[src/rtl/seq_restoring_divider.sv]
// Sequential restoring divider: produces one quotient bit per cycle, MSB first,
// with valid/ready handshakes on both the operand and the result side.
module seq_restoring_divider #(
    parameter int WZ = 16,
    parameter int WB = 8
) (
    input  logic          clk,
    input  logic          rst,
    input  logic          in_valid,
    output logic          in_ready,
    input  logic [WZ-1:0] Z,
    input  logic [WB-1:0] B,
    output logic          out_valid,
    input  logic          out_ready,
    output logic [WZ-1:0] Q,
    output logic [WB-1:0] R,
    output logic          ovf,
    output logic          dbz
);

    localparam int CW = $clog2(WZ);

    typedef enum logic [1:0] {
        S_IDLE,
        S_CALC,
        S_DONE
    } state_t;

    state_t        state_q, state_d;
    logic [WZ-1:0] z_q, z_d;
    logic [WB-1:0] b_q, b_d;
    logic [WB:0]   p_q, p_d;
    logic [WZ-1:0] qw_q, qw_d;
    logic [CW-1:0] cnt_q, cnt_d;
    logic [WZ-1:0] q_q, q_d;
    logic [WB-1:0] r_q, r_d;
    logic          ovf_q, ovf_d;
    logic          dbz_q, dbz_d;

    // One restoring step: shift the next dividend bit into the partial remainder
    logic [WB:0]   t_step;
    logic          t_ge;
    logic [WB:0]   p_step;
    logic [WZ-1:0] qw_step;

    always_comb begin
        t_step  = {p_q[WB-1:0], z_q[WZ-1]};
        t_ge    = (t_step >= {1'b0, b_q});
        p_step  = t_ge ? (t_step - {1'b0, b_q}) : t_step;
        qw_step = {qw_q[WZ-2:0], t_ge};
    end

    always_comb begin
        state_d = state_q;
        z_d     = z_q;
        b_d     = b_q;
        p_d     = p_q;
        qw_d    = qw_q;
        cnt_d   = cnt_q;
        q_d     = q_q;
        r_d     = r_q;
        ovf_d   = ovf_q;
        dbz_d   = dbz_q;
        case (state_q)
            S_IDLE: begin
                if (in_valid) begin
                    z_d = Z;
                    b_d = B;
                    if (B != '0) begin
                        p_d     = '0;
                        qw_d    = '0;
                        cnt_d   = CW'(WZ - 1);
                        dbz_d   = 1'b0;
                        state_d = S_CALC;
                    end else begin
                        q_d     = '1;
                        r_d     = '0;
                        dbz_d   = 1'b1;
                        ovf_d   = 1'b1;
                        state_d = S_DONE;
                    end
                end
            end
            S_CALC: begin
                z_d   = {z_q[WZ-2:0], 1'b0};
                p_d   = p_step;
                qw_d  = qw_step;
                cnt_d = cnt_q - 1'b1;
                // Results land in separate output registers so Q/R never show partial work
                if (cnt_q == '0) begin
                    q_d     = qw_step;
                    r_d     = p_step[WB-1:0];
                    ovf_d   = |qw_step[WZ-1:WB];
                    state_d = S_DONE;
                end
            end
            S_DONE: begin
                if (out_ready) begin
                    state_d = S_IDLE;
                end
            end
            default: state_d = S_IDLE;
        endcase
    end

    always_ff @(posedge clk) begin
        if (rst) begin
            state_q <= S_IDLE;
            z_q     <= '0;
            b_q     <= '0;
            p_q     <= '0;
            qw_q    <= '0;
            cnt_q   <= '0;
            q_q     <= '0;
            r_q     <= '0;
            ovf_q   <= 1'b0;
            dbz_q   <= 1'b0;
        end else begin
            state_q <= state_d;
            z_q     <= z_d;
            b_q     <= b_d;
            p_q     <= p_d;
            qw_q    <= qw_d;
            cnt_q   <= cnt_d;
            q_q     <= q_d;
            r_q     <= r_d;
            ovf_q   <= ovf_d;
            dbz_q   <= dbz_d;
        end
    end

    assign in_ready  = (state_q == S_IDLE);
    assign out_valid = (state_q == S_DONE);
    assign Q         = q_q;
    assign R         = r_q;
    assign ovf       = ovf_q;
    assign dbz       = dbz_q;

endmodule

[config.mk]
export PLATFORM = sky130hd
export DESIGN_NAME = seq_restoring_divider
export DESIGN_NICKNAME = d
export VERILOG_FILES = /design/src/rtl/seq_restoring_divider.sv
export SDC_FILE = /design/constraint.sdc
export NUM_CORES = 1
export LEC_CHECK = 0
export CAP_MARGIN = 5
export CORE_MARGIN = 8
export CORE_UTILIZATION = 53
export DETAILED_ROUTE_END_ITERATION = 16
export GPL_ROUTABILITY_DRIVEN = 0
export PLACE_DENSITY = 0.79
export SLEW_MARGIN = 25
export SYNTH_ARGS = -nofsm -noshare
export SYNTH_HDL_FRONTEND = slang
export SYNTH_SLANG_ARGS = --single-unit
export TNS_END_PERCENT = 30
[constraint.sdc]
create_clock -name clk -period 2.1 [get_ports clk]
set_input_delay 0.42 -clock clk [delete_from_list [all_inputs] [get_ports clk]]
set_output_delay 0.42 -clock clk [all_outputs]
set_load 0.02 [all_outputs]
Word level (Yosys, flattened, before mapping)

Index checks and enable logic that the tools add are counted.

Magnitude comparators: 1
Multiplexer cells: 30
$mul: 0
Add/sub/neg operators: 2
Div/mod/pow operators: 0
Reduce and logical (&&, ||, !) cells: 10
Shift-type cells: 0
Equality and inequality tests: 7
Bitwise operators: 0

Operators with widths:

| operator            | number |
|---|---|
| $mux 16             | 4 |
| $pmux 16 s2         | 2 |
| $mux 8              | 6 |
| $pmux 8 s2          | 2 |
| $mux 15             | 2 |
| $pmux 15 s2         | 1 |
| $ge 9x8->1          | 1 |
| $mux 2              | 4 |
| $mux 4              | 2 |
| $pmux 4 s2          | 1 |
| $reduce_bool 8->1   | 1 |
| $reduce_or 8->1     | 1 |
| $sub 8x8->8         | 1 |
| $ne 2x2->1 const B  | 3 |
| $pmux 2 s3          | 1 |
| $reduce_and 3->1    | 2 |
| $logic_not 4->1     | 1 |
| $mux 1              | 4 |
| $ne 2x1->1 const B  | 2 |
| $reduce_and 2->1    | 2 |
| $reduce_and 4->1    | 1 |
| $sub 4x1->4 const B | 1 |
| $eq 2x1->1 const B  | 1 |
| $eq 2x2->1 const B  | 1 |
| 3 further kinds     | 3 |

Output and inout bits: 28
Register bits: 79
Logic and storage cells: 60
Bits in latches: 0
Bits in read-only memories: 0
RAM bits: 0
Memories: 0
Bits of input ports: 28

Logic depth before layout (Yosys ltp)

Gate-level depths: netlist (run 1).

Word-level depth: 4
Depth in mapped cells: 9
Mapped depth without buffers: 9

Worst setup path before layout (run 1)

No wires, ideal clock.

Kind: reg-to-reg
Start: register z_q[15]
End: register r_q[6] (netlist: R[6])
Period minus slack after synthesis: 1.910 ns
Arrival: 1.793 ns
Path slack: 0.190 ns
Library setup time: 0.117 ns
Cell stages (with the launch flop): 10
Cell sequence: dfxtp_1 > inv_1 > ha_1 > fa_1 > nand2b_1 > a21oi_1 > o21a_1 > o21a_1 > o31ai_2 > a22o_1

Cells in the longest elaborated chain, start to end: 4

RTL lines:

| what                                             | RTL line | RTL |
|---|---|---|
| start: declaration                               | 30       | `logic [WZ-1:0] z_q, z_d;` |
| start signal: assignment                         | 120      | `z_q <= z_d;` |
| $sub 8x8->8 / $ge 9x8->1 (equally long branches) | 49, 48   |  |
| $mux 8 *                                         | 49       | `p_step = t_ge ? (t_step - {1'b0, b_q}) : t_step;` |
| $mux 8 *                                         | 90       | `if (cnt_q == '0) begin` |
| $pmux 8 s2 *                                     | 64       | `case (state_q)` |
| end signal: assignment                           | 126      | `r_q <= r_d;` |
| end: declaration                                 | 36       | `logic [WB-1:0] r_q, r_d;` |

Mark *: on every way between the ends. The rest lies on a longest branch, timed or not. The select of a mux whose other input is x is not followed.
A chain may end at the register's enable or synchronous reset.

Worst setup path after layout (run 1)

Start: register state_q[1]
End: output port out_valid

Cells in the longest elaborated chain, start to end: 1

RTL lines:

| what                     | RTL line | RTL |
|---|---|---|
| start: declaration       | 29       | `state_t state_q, state_d;` |
| start signal: assignment | 119      | `state_q <= state_d;` |
| $eq 2x2->1               | 133      | `assign out_valid = (state_q == S_DONE);` |
| end: declaration         | 13       | `output logic out_valid,` |

No other way between the ends.

==> metrics.yaml, run 1 <==
power_and_ir_drop:
  leakagePower_nw: 1.732
  finalPower_mw: 4.020
  vdd_drop_max_mv: 0.5589
  power_density_mw_per_mm2: 910.1
routing:
  finalWirelength_mm: 8.206
  wire_per_inst_um: 14.55
  drcViolationCount: 0
  vias: 3136
  firstDrtPassIters: 4
  via_per_inst: 5.560
  drt_iter0_drc: 232
  ant_nets: 0
clocking:
  clockBufferDepth: 2
  cts_root_buffer: "clkbuf_8"
  cts_buffers: 9
  clk_transition_reported_paths_ns: 0.08
  cts_tree: "built"
  h-tree-depth: 3
  clk-insertion-delay-late_ns: 0.35
  clock-sinks: 79
  hold_buffers: 0
final_layout:
  area_growth_pct: 29.59
  layout.nets: 520
  fill_cells: 511
  drive_above_1_share: 0.1253
  fin_util: 0.7036
  diodes: 0
  final_cell_area_mm2: 0.004417
yosys:
  synth_top_area_cell: "dfxtp_1"
  syn_area_mm2: 0.003408
  synthTopCellsByArea: "dfxtp_1 46%, nor2_1 8.6%, nand2_1 6.8%, a311oi_1 4.4%, a22oi_1 3.3%"
  synth_nets: 449
  synthArstFlopShare: 0
  synth-seq-area-share: 0.4640
  ys_warn_count: 0
  synthFlopType: "dfxtp_1"
  synthDominantCellAreaShare: 0.4640
  synth-seq-cells: 79
  syn_avg_cell_area_um2: 8.293
  synthDistinctLibCells: 44
  synth_edf_count: 0
  ys_top_cells_by_count: "79 x dfxtp_1, 78 x nor2_1, 62 x nand2_1, 19 x clkbuf_1"
  synth_most_common_cell: "dfxtp_1"
  synthCells: 411
sta:
  fin_skew_ns: 0.009268
  hold_viol: 0
  setup_viol_count_final: 0
  finalCritPeriodShare: 0.9673
  relSlewSlack: 0.6845
  period_needed_ns: 2.031
  slew_violations: 0
  worst_pin_slew_ns: 0.4733
  max_freq_mhz: 492.3
status:
  run_status: "completed"
worst_setup_path:
  slowest_stage: "clkdlybuf4s50_1"
  end_kind: "output port"
  cp_data_arrival_time_ns: 1.61
  crit_chain: "nor2b_1, clkdlybuf4s50_1"
  path_max_fanout: 5
  worst_ep_required_time_ns: 1.68
  crit_path_start_kind: "register"
  slowest_delay_ns: 0.64
  crit_family: "buffers and inverters"
  crit_type: "register to output port"
  cp_num_buf_inv: 1
global_route:
  first_global_vias: 3039
  grt_max_degree: 32
  grt_pass1_wl_mm: 13.82
  grt.total_usage: 0.1878
  antenna_found_initial: 0
  grt_overflow: 0
run:
  drv_cap: 0
place:
  io_buffers: 55
  dp_hpwl_mm: 6.142
  dpl_cell_area_mm2: 0.004180
die:
  core_mm2: 0.006277
  rows: 29
  ioPinCount: 56
  start_util: 0.5430
  fp.dieArea_mm2: 0.009253
  die_w_um: 96.19
  die_y_um: 96.19
worst_hold_path:
  hp-class: "register to register"
-- path summary, 6_finish.rpt --
path,startpoint,to,slack (ns),cells after the start
worst max-delay path,state_q[1],out_valid,0.07,2
worst min-delay path,b_q[6],b_q[6],0.46,2
worst max register to register,b_q[3],p_q[3],0.08,9
worst min register to register,b_q[6],b_q[6],0.46,2
-- cell usage in the layout, fill, tap and decap left out, drive strengths merged, types with 4 or more instances in the layout --
master	n
nor3	17
a22oi	15
nor2b	4
nor4	4
a311oi	17
inv	14
nand4	5
o21ai	11
mux2i	6
dfxtp	79
buf	34
clkbuf	10
nand3	6
nor2	78
nand2	63
ha	9
clkdlybuf4s50	54
nand2b	5
a22o	8
a21oi	16
-- cell type report --
type	instances	area [um2]	area share
clock buffer	10	137.6	0.03116
clock inverter	6	68.82	0.01558
inverter	13	48.80	0.01105
multi-input combinational	291	1664	0.3768
sequential	79	1583	0.3584
tap	77	96.34	0.02181
timing repair buffer	88	818.3	0.1853
-- registers in the layout (all words and copies together), names as in the netlist --
register,count
state_q,2
Q,16
p_q,8
z_q,16
ovf,1
R,8
cnt_q,4
b_q,8
qw_q,15
dbz,1
-- through the flow --
step                setup TNS [ns]  hold slack, ns  setup WS [ns]  std cells
floorplan                        0          0.4363         0.1901        411
global placement           -0.6693          0.4441       -0.06524        546
detailed placement          -1.028          0.4567       -0.07531        546
CTS                              0          0.4691        0.01651        562
global route              -0.06288          0.4850       -0.02464        564
finish                           0          0.4625        0.06859        564
-- timing repair --
| item | CTS | global route |
|---|---|---|
| resized for setup | 2 | 4 |
| buffers inserted | 0 | 2 |
| endpoints found under the setup margin | 2 | 9 |
| hold endpoints to repair | 0 | 0 |
| pin swaps | 2 | 4 |
-- report_power, final --
group	switching [mW]	total (mW)	internal [mW]
sequential	0.0763	1.69	1.62
combinational	0.633	1.17	0.540
clock	0.567	1.15	0.587
total	1.28	4.02	2.74
-- per-layer routing --
layer	share of wire	GRT usage
met5	0	0
met4	0.026	0.08835
met3	0.042	0.05382
met2	0.50	0.3053
met1	0.43	0.2236
-- worst register-to-register path, cell delays in order (launching register included) --
cell	delay, ns
dfxtp_1	0.34
inv_1	0.05
ha_1	0.32
a21o_1	0.20
a21oi_2	0.18
a31o_1	0.25
nand2_2	0.13
buf_4	0.20
mux2i_1	0.16
o21ai_1	0.09
-- kinds of logic after synthesis --
group | share of synthesized area
and+or+nand+nor | 0.2291
AOI/OAI and AO/OA | 0.1883
DFF | 0.4640
buffers and inverters | 0.05176
adders and majority gates | 0.03891
muxes | 0.01762
xor gates and xnor gates | 0.01028
No activity file was read; power rests on OpenSTA's default activity.
==> run 2, diff against run 1 <==
--- a/config.mk
+++ b/config.mk
@@ -6,11 +6,13 @@
 export NUM_CORES = 1
 export LEC_CHECK = 0
 export CAP_MARGIN = 5
+export CELL_PAD_IN_SITES_DETAIL_PLACEMENT = 1
+export CELL_PAD_IN_SITES_GLOBAL_PLACEMENT = 2
 export CORE_MARGIN = 8
-export CORE_UTILIZATION = 53
+export CORE_UTILIZATION = 34
 export DETAILED_ROUTE_END_ITERATION = 16
 export GPL_ROUTABILITY_DRIVEN = 0
-export PLACE_DENSITY = 0.79
+export PLACE_DENSITY_LB_ADDON = 0.1
 export SLEW_MARGIN = 25
 export SYNTH_ARGS = -nofsm -noshare
 export SYNTH_HDL_FRONTEND = slang
==> constraint.sdc (replaced) <==
create_clock -name clk -period 2.45 [get_ports clk]
set_input_delay 0.49 -clock clk [delete_from_list [all_inputs] [get_ports clk]]
set_output_delay 0.49 -clock clk [all_outputs]
set_load 0.02 [all_outputs]
==> metrics.yaml, run 2 (synthesis results as in run 1) <==
final_layout:
  final_cell_area_mm2: 0.004325
  drive_above_1_share: 0.08120
  final_common_cell: "dfxtp_1"
  fill_cells: 1185
  diodes: 0
  layout.nets: 501
  final_cell_mix: "79 x dfxtp_1, 78 x nor2_1, 62 x nand2_1, 54 x clkdlybuf4s50_1"
  area_growth_pct: 26.91
global_route:
  grt_pass1_wl_mm: 15.32
  first_global_vias: 3096
  antenna_found_initial: 0
  grt_max_degree: 32
  grt.total_usage: 0.1427
  grt_overflow: 0
sta:
  finalCritPeriodShare: 0.9157
  slew_violations: 0
  setup_tns_ns: 0
  setup_viol_count_final: 0
  hold_viol: 0
  fin_skew_ns: 0.01009
  relSlewSlack: 0.6978
  worst_pin_slew_ns: 0.4533
  max_freq_mhz: 445.7
  hold_ws_ns: 0.4616
  rsz0062_at_grt: "no"
  period_needed_ns: 2.244
routing:
  vias: 3021
  wire_per_inst_um: 15.29
  drt_iter0_drc: 110
  finalWirelength_mm: 9.188
  via_per_inst: 5.027
  firstDrtPassIters: 4
  drcViolationCount: 0
  ant_nets: 0
clocking:
  post_cts_resized: 0
  cts_setup_buffers: 0
  h-tree-depth: 3
  clk-insertion-delay-late_ns: 0.35
  clk_transition_reported_paths_ns: 0.09
  hold_buffers: 0
  clock-sinks: 79
  cts_tree: "built"
  cts_root_buffer: "clkbuf_8"
  clockBufferDepth: 2
  cts_buffers: 9
worst_setup_path:
  end_kind: "register"
  cp_num_buf_inv: 1
  crit_path_start_kind: "register"
  cp_data_arrival_time_ns: 2.48
  crit_family: "compound AO/OA/AOI/OAI gates"
  worst_ep_required_time_ns: 2.68
  slowest_stage: "dfxtp_1"
  crit_type: "register to register"
  path_max_fanout: 11
  crit_chain: "inv_1, ha_1, and3_1, o21ai_1, a31o_1, nand2_2, mux2i_1, o21ai_0"
  slowest_delay_ns: 0.37
die:
  rows: 36
  die_y_um: 116.1
  start_util: 0.3487
  core_mm2: 0.009774
  die_w_um: 116.1
  ioPinCount: 56
  fp.dieArea_mm2: 0.01348
power_and_ir_drop:
  pwr-share-seq: 0.429
  clockPowerShare: 0.296
  power_density_mw_per_mm2: 783.2
  swShare: 0.3325
  p_int_mw: 2.261
  vdd_drop_max_mv: 0.3368
  p_sw_mw: 1.127
  combPwrFrac: 0.276
  leakagePower_nw: 1.634
place:
  dp_hpwl_mm: 6.597
  io_buffers: 55
  dpl_cell_area_mm2: 0.004123
run:
  drv_cap: 0
worst_hold_path:
  hp-class: "register to register"
status:
  run_status: "completed"
==> run 2: cell types whose count changed in the layout (fill, tap and decap cells not counted), moves of 2 or more <==
cell,previous run,this run
buf_4,31,12
o21ai_1,3,1
o21ai_0,7,9
clkinv_4,2,0
==> run 2: worst min-delay path, delay by kind of cell, from the launching register on <==
family          cells  cell delay (ns)
simple gates        1             0.05
compound gates      1             0.05
flops               1             0.32
==> run 2: stage by stage <==
step / worst slack [ns] / total power, mW / cells / util
floorplan: 0.5401 / 2.137 / 411 / -
global placement: 0.1050 / 2.408 / 585 / 0.4218
detailed placement: 0.09670 / 2.421 / 585 / 0.4218
CTS: 0.1875 / 3.442 / 601 / 0.4425
global route: 0.05918 / 3.592 / 601 / 0.4425
finish: 0.2064 / 3.388 / 601 / 0.4425
==> run 2: final cells by class <==
type	count	area (um2)	share of cell area
multi-input combinational	291	1650	0.3815
sequential	79	1582	0.3656
timing repair buffer	69	675.6	0.1562
tap	133	166.4	0.03847
clock buffer	9	123.9	0.02864
clock inverter	7	78.83	0.01822
inverter	13	48.80	0.01128
==> run 2: per-layer routing <==
layer  global-route usage  up-vias  part of all wire
met4              0.05791        0             0.018
met1               0.1769     1445              0.47
li1                     -     1526                 -
met3              0.03619       12             0.036
met5                    0        -                 0
met2               0.2312       38              0.47
==> run 2: path summary, 6_finish.rpt <==
path,slack [ns],cells past startpoint,start,end
setup reg to reg,0.21,8,b_q[3],p_q[7]
hold reg to reg,0.46,2,b_q[7],b_q[7]
setup / recovery,0.21,8,b_q[3],p_q[7]
hold / removal,0.46,2,b_q[7],b_q[7]
==> run 2: power groups by stage <==
| stage | Combinational [mW] | Clock (mW) | Sequential (mW) |
|---|---|---|---|
| floorplan | 0.639 | 0 | 1.50 |
| detailed placement | 0.939 | 0 | 1.48 |
| finish | 0.934 | 1.00 | 1.45 |
| global placement | 0.929 | 0 | 1.48 |
| CTS | 0.945 | 1.04 | 1.45 |
| global route | 1.03 | 1.10 | 1.47 |
